--- config.mk ---
export PLATFORM = sky130hd
export DESIGN_NAME = input_debounce
export DESIGN_NICKNAME = d
export VERILOG_FILES = /design/src/rtl/input_debounce_pkg.sv /design/src/rtl/debounce_channel.sv /design/src/rtl/input_debounce.sv
export SDC_FILE = /design/constraint.sdc
export NUM_CORES = 1
export LEC_CHECK = 0
export ABC_AREA = 1
export BUFFER_PORTS_ARGS = -buffer_cell sky130_fd_sc_hd__buf_2
export CORE_MARGIN = 2
export CORE_UTILIZATION = 49
export DETAILED_ROUTE_END_ITERATION = 10
export PLACE_DENSITY = 0.7
export REMOVE_ABC_BUFFERS = 1
export SLEW_MARGIN = 15
export SYNTH_ARGS = -nofsm -noshare
export SYNTH_HDL_FRONTEND = slang
export SYNTH_SLANG_ARGS = --single-unit
--- constraint.sdc ---
create_clock -name Clk -period 1.3 [get_ports Clk]
set_input_delay 0.195 -clock Clk [delete_from_list [all_inputs] [get_ports Clk]]
set_output_delay 0.195 -clock Clk [all_outputs]
set_load 0.01 [all_outputs]
--- src/rtl/input_debounce_pkg.sv ---
// Shared constants and helpers for the input debounce block.
package input_debounce_pkg;

    localparam int unsigned DEBOUNCE_CLK_HZ         = 50_000_000;
    localparam int unsigned DEBOUNCE_PRESCALE_1MS   = DEBOUNCE_CLK_HZ / 1000;
    localparam int unsigned DEBOUNCE_STABLE_DEFAULT = 4;

    // Ceiling log2, never below 1 so a counter always has at least one bit.
    function automatic int unsigned clog2(input int unsigned value);
        int unsigned r;
        r = 0;
        while ((64'd1 << r) < 64'(value)) begin
            r = r + 1;
        end
        return (r == 0) ? 1 : r;
    endfunction

endpackage

--- src/rtl/debounce_channel.sv ---
// One debounce lane: 2-flop synchroniser, stability counter, registered level and change strobe.
module debounce_channel
    import input_debounce_pkg::*;
#(
    parameter int unsigned STABLE = DEBOUNCE_STABLE_DEFAULT
) (
    input  logic Clk,
    input  logic Reset_n,
    input  logic Enable,
    input  logic tick,
    input  logic In,
    output logic Out,
    output logic Changed
);

    localparam int unsigned CW = clog2(STABLE + 1);

    logic          sync1_q;
    logic          sync2_q;
    logic [CW-1:0] cnt_q;
    logic [CW-1:0] cnt_d;
    logic          out_q;
    logic          out_d;
    logic          chg_q;
    logic          chg_d;

    // A tick that agrees with the current level restarts the count, rejecting glitches.
    always_comb begin
        cnt_d = cnt_q;
        out_d = out_q;
        chg_d = 1'b0;
        if (!Enable) begin
            cnt_d = '0;
        end else if (tick) begin
            if (sync2_q == out_q) begin
                cnt_d = '0;
            end else if (cnt_q == CW'(STABLE - 1)) begin
                out_d = sync2_q;
                cnt_d = '0;
                chg_d = 1'b1;
            end else begin
                cnt_d = cnt_q + CW'(1);
            end
        end
    end

    always_ff @(posedge Clk or negedge Reset_n) begin
        if (!Reset_n) begin
            sync1_q <= 1'b0;
            sync2_q <= 1'b0;
            cnt_q   <= '0;
            out_q   <= 1'b0;
            chg_q   <= 1'b0;
        end else begin
            sync1_q <= In;
            sync2_q <= sync1_q;
            cnt_q   <= cnt_d;
            out_q   <= out_d;
            chg_q   <= chg_d;
        end
    end

    assign Out     = out_q;
    assign Changed = chg_q;

endmodule

--- src/rtl/input_debounce.sv ---
// Multi-channel input conditioner: shared sample-tick prescaler feeding per-channel debounce lanes.
module input_debounce
    import input_debounce_pkg::*;
#(
    parameter int unsigned WIDTH    = 8,
    parameter int unsigned PRESCALE = 1000,
    parameter int unsigned STABLE   = DEBOUNCE_STABLE_DEFAULT
) (
    input  logic             Clk,
    input  logic             Reset_n,
    input  logic             Enable,
    input  logic [WIDTH-1:0] In,
    output logic [WIDTH-1:0] Out,
    output logic [WIDTH-1:0] Changed
);

    localparam int unsigned PW = clog2(PRESCALE);

    logic [PW-1:0] presc_q;
    logic [PW-1:0] presc_d;
    logic          tick_c;

    assign tick_c = (presc_q == PW'(PRESCALE - 1));

    // Prescaler is held at zero while disabled so the first tick lands PRESCALE cycles after enable.
    always_comb begin
        presc_d = presc_q;
        if (!Enable || tick_c) begin
            presc_d = '0;
        end else begin
            presc_d = presc_q + PW'(1);
        end
    end

    always_ff @(posedge Clk or negedge Reset_n) begin
        if (!Reset_n) begin
            presc_q <= '0;
        end else begin
            presc_q <= presc_d;
        end
    end

    for (genvar g = 0; g < int'(WIDTH); g++) begin : g_ch
        debounce_channel #(
            .STABLE (STABLE)
        ) u_ch (
            .Clk     (Clk),
            .Reset_n (Reset_n),
            .Enable  (Enable),
            .tick    (tick_c),
            .In      (In[g]),
            .Out     (Out[g]),
            .Changed (Changed[g])
        );
    end

endmodule

After elaboration in Yosys (flattened, before gate mapping):

Index checks and enable logic that the tools add are counted.

* bitwise logic cells: 8
* reduce and logical (&&, ||, !) cells: 10
* equal/unequal tests: 18
* add/subtract/negate cells: 9
* muxes and demuxes: 65

Operators by type and width (count)
* $mux 3: 32
* $mux 1: 32
* $reduce_and 4->1: 8
* $add 3x1->3 const B: 8
* $eq 3x2->1 const B: 8
* $add 10x1->10 const B: 1
* $eq 10x10->1 const B: 1
* $mux 10: 1
* $eq 1x1->1: 8
* $not 1->1: 8
* $ne 2x1->1 const B: 1
* $logic_not 1->1: 1
* $logic_or 1x1->1: 1

* register bits after elaboration: 66
* output and inout port bits: 16
* word-level logic and storage cells: 151

Logic depth before layout (Yosys ltp):

* word-level depth: 5
* mapped depth: 9
* gate-level depth less buffers: 8

Modules after synthesis:

Synthesis repeated with hierarchy kept, for this count alone.

* cells, all modules: 359
* area total of the unflattened synthesis: 3110.5 µm²

By module, submodules not included
* debounce_channel: area each 321.6 µm², cells an instance 36, seq. area each 175.2 µm², instances 8
* input_debounce: area each 538.0 µm², cells an instance 71, seq. area each 250.2 µm², instances 1

Worst setup path after synthesis:

No wires, ideal clock.

* kind: flip-flop to flip-flop
* start point: register presc_q[0]
* end point: register g_ch[0].u_ch.out_q
* setup slack: -0.074 ns
* period minus slack after synthesis: 1.374 ns
* required time: 1.183 ns
* buffers on the path: 1
* arrival time: 1.257 ns
* cell stages (with the launch flop): 10
* cells stage by stage: dfrtp_1 -> ha_1 -> nand2_1 -> nor2_2 -> nand2_1 -> nor2_4 -> buf_6 -> nand2_1 -> nand2_1 -> nand2_1

* cells in the longest elaborated chain, start to end: 2

RTL lines
* from (decl): RTL line input_debounce.sv:19 `logic [PW-1:0] presc_q;`
* from (signal assigned): RTL line input_debounce.sv:39 `presc_q <= presc_d;`
* $eq 10x10->1: RTL line input_debounce.sv:23 `assign tick_c = (presc_q == PW'(PRESCALE - 1));`
* $reduce_and 4->1 (no line)
* to (signal assigned): RTL line debounce_channel.sv:58 `out_q <= out_d;`
* to (decl): RTL line debounce_channel.sv:22 `logic out_q;`

No other way between the ends.
A chain may end at the register's enable or synchronous reset.

Worst setup path in the final report:

* start point: register presc_q[1]
* end point: register g_ch[3].u_ch.out_q

* cells in the longest elaborated chain, start to end: 2

RTL lines (RTL line)
* $eq 10x10->1: input_debounce.sv:23
* $reduce_and 4->1 (no line)
* to (signal assigned): debounce_channel.sv:58
* to (decl): debounce_channel.sv:22

No other way between the ends.

==> results.sh <==
export IMPL_outcome="finished with violations"
export IMPL_violations="setup timing"
export IMPL_combPwrFrac_pct=4.9
export IMPL_dp_cells=474
export IMPL_viasPerCell=4.92
export IMPL_min_path_type="input pin to register"
export IMPL_ant_nets=0
export IMPL_ys_ff_latch=66
export IMPL_clock_skew_ps=7.91
export IMPL_clock_path_buffers=2
export IMPL_gp_congestion=0.818
export IMPL_crit_fanout=7
export IMPL_p_seq_share_pct=53.0
export IMPL_timing_final_ws_setup_ps=-213
export IMPL_clk_pin_slew_worst_paths_ps=70
export IMPL_swShare_pct=21.3
export IMPL_mostFrequentLayoutCell="nand2_1"
export IMPL_start_kind="register"
export IMPL_fillers=537
export IMPL_rows=29
export IMPL_cts_sinks=66
export IMPL_multi_input_area_mm2=0.00129
export IMPL_final_cell_mix="nand2_1, dfrtp_1, nand3_1, nor2_1, inv_1"
export IMPL_crit_type="register to register"
export IMPL_irDropWorstVdd_uv=711
export IMPL_finalCriticalPeriod_ps=1510
export IMPL_critical_path_arrival_ps=1740
export IMPL_ys_warn_count=0
export IMPL_drt_total_wl_mm=5.96
export IMPL_core_area_mm2=0.00631
export IMPL_endpoint_kind="register"
export IMPL_die_y_um=84.6
export IMPL_grt_overflow=0
export IMPL_final_nets=444
export IMPL_synth_cell_types=20
export IMPL_start_util_pct=50.4
export IMPL_cts_root_buf="clkbuf_8"
export IMPL_cts_tree="done"
export IMPL_rsz0062_at_grt="true"
export IMPL_grt_pass1_vias=2229
export IMPL_cap_viol_max_count=0
export IMPL_antenna_found_initial=0
export IMPL_drtIter0Drc=170
export IMPL_num_antenna_cells=0
export IMPL_drive_gt1_share_pct=22.2
export IMPL_fmax_mhz=661
export IMPL_grtUsageTotal_pct=16.5
export IMPL_power_frac_clock_pct=42.1
export IMPL_netlist_instances=380
export IMPL_power_density_mw_per_mm2=1020
export IMPL_worst_endpoint_required_ps=1530
export IMPL_grt_pass1_wl_mm=9.47
export IMPL_fp_dieArea_mm2=0.00716
export IMPL_synth_area_mm2=0.00318
export IMPL_via_count=2481
export IMPL_min_period_over_period_pct=116
export IMPL_tightest_slew_ps=414
export IMPL_internal_power_uw=3130
export IMPL_die_x_um=84.6
export IMPL_hold_viol=0
export IMPL_synth_seq_area_share_pct=51.9
export IMPL_synth_area_leaders="dfrtp_1, nand2_1, nand3_1"
export IMPL_slew_headroom_pct=72.2
export IMPL_io_buffers=26
export IMPL_route_detailed_drc=0
export IMPL_cts_made_buffers=9
export IMPL_cts_max_level=3
export IMPL_ios=27
export IMPL_slew_violations=0
export IMPL_drtPass1Iterations=4
export IMPL_clock_latency_ps=340
export IMPL_hpwlAfterDp_mm=3.58
export IMPL_fin_tns_setup_ps=-4930
export IMPL_setup_viol=48
export IMPL_seq_area_mm2=0.00165
export IMPL_synth_area_leader_cell="dfrtp_1"
export IMPL_synth_largest_type_area_fraction_pct=51.9
export IMPL_p_leak_uw=0.00212
export IMPL_finalNonFillerCells=504
export IMPL_detail_route_wl_per_cell_um=11.8
export IMPL_grt_max_degree=67
export IMPL_synth_area_per_cell_um2=8.38
export IMPL_syn_to_final_growth_pct=22.1
export IMPL_power_net_switching_uw=847
timing repair:
action / 4_1_cts / 5_1_grt
gates cloned: 0 / 4
buffers inserted: 0 / 3
pin swaps: 0 / 14
hold endpoints to repair: 74 / 0
gates resized for setup: 1 / 24
hold buffers: 9 / 0
endpoints found under the setup margin: 48 / 49
cells in the mapped netlist:
library cell and number:
nand2_1 103, dfrtp_1 66, nand3_1 62, nor2_1 48, inv_1 31, buf_4 19, ha_1 9, xnor2_1 9
nor3_1 8, or2_2 8, buf_2 4, buf_1 3, a21o_1 2, xor2_1 2, buf_6 1, clkbuf_1 1
nand4_1 1, nand4_2 1, nor2_2 1, nor2_4 1
critical path: stages, from the launching register on:
cell	delay (ps)
dfrtp_1	350
ha_2	190
nand2_2	70
nor2_4	90
nand2_2	70
nor2_4	130
buf_12	140
buf_12	120
nand2_1	80
nand2_1	100
nand2_1	50
cells by family (layout without fill, tap and decap cells):
kind of cell / after synthesis / count (layout) / synth area share [%]
flip-flops: 66 / 66 / 51.9
buffers and inverters: 59 / 106 / 9.59
XOR/XNOR: 11 / 11 / 3.03
AND/OR/NAND/NOR: 233 / 233 / 31.5
adder cells (fa/ha/maj): 9 / 9 / 3.54
AO/OA/AOI/OAI: 2 / 2 / 0.471
path summary, 6_finish.rpt:
path | slack, ps | to | startpoint | depth (start not counted)
hold reg to reg | 350 | g_ch[7].u_ch.sync2_q | g_ch[7].u_ch.sync1_q | 0
setup / recovery | -210 | g_ch[3].u_ch.Out | presc_q[1] | 10
max in group asynchronous | 610 | g_ch[4].u_ch.sync1_q | Reset_n | 3
setup reg to reg | -210 | g_ch[3].u_ch.Out | presc_q[1] | 10
hold / removal | 290 | presc_q[2] | Enable | 4
min in group asynchronous | 400 | g_ch[6].u_ch.Out | Reset_n | 3
layout make-up:
cell class / count / area share [%]
inverter: 31 / 2.99
multi-input combinational: 255 / 33.3
clock inverter: 3 / 1.03
sequential: 66 / 42.5
tap: 77 / 2.48
timing repair buffer: 61 / 13.8
clock buffer: 11 / 3.89
layer usage:
metal	track usage [%]	routed length, um
met5	0	0
met4	5.92	92
met3	6.10	217
met2	26.8	2990
met1	20.3	2660
power by group through the flow:
stage                     clock (uW)  sequential [uW]  combinational (uW)
final                           1670             2110                 195
after global routing            1800             2110                 222
after CTS                       1730             2110                 193
after detailed placement           0             2150                 172
after global placement             0             2140                 169
after floorplan                    0             2140                46.8
sequential cells by signal, indices dropped and copies added, names as in the netlist:
| register | count |
|---|---|
| g_ch.u_ch.cnt_q | 24 |
| g_ch.u_ch.sync2_q | 8 |
| g_ch.u_ch.sync1_q | 8 |
| g_ch.u_ch.Out | 8 |
| g_ch.u_ch.Changed | 8 |
| presc_q | 10 |
per-stage QoR:
step	area (um2)	power [uW]	util (%)	hold WS [ps]	setup WS, ps
after floorplan	3000	2190	-	-101	-381
after global placement	3410	2310	54.1	235	-104
after detailed placement	3410	2320	54.1	239	-165
after CTS	3700	4030	58.6	269	-168
after global routing	3890	4130	61.6	297	-299
final	3890	3980	61.6	293	-213
Power figures use the tool's default switching activity.
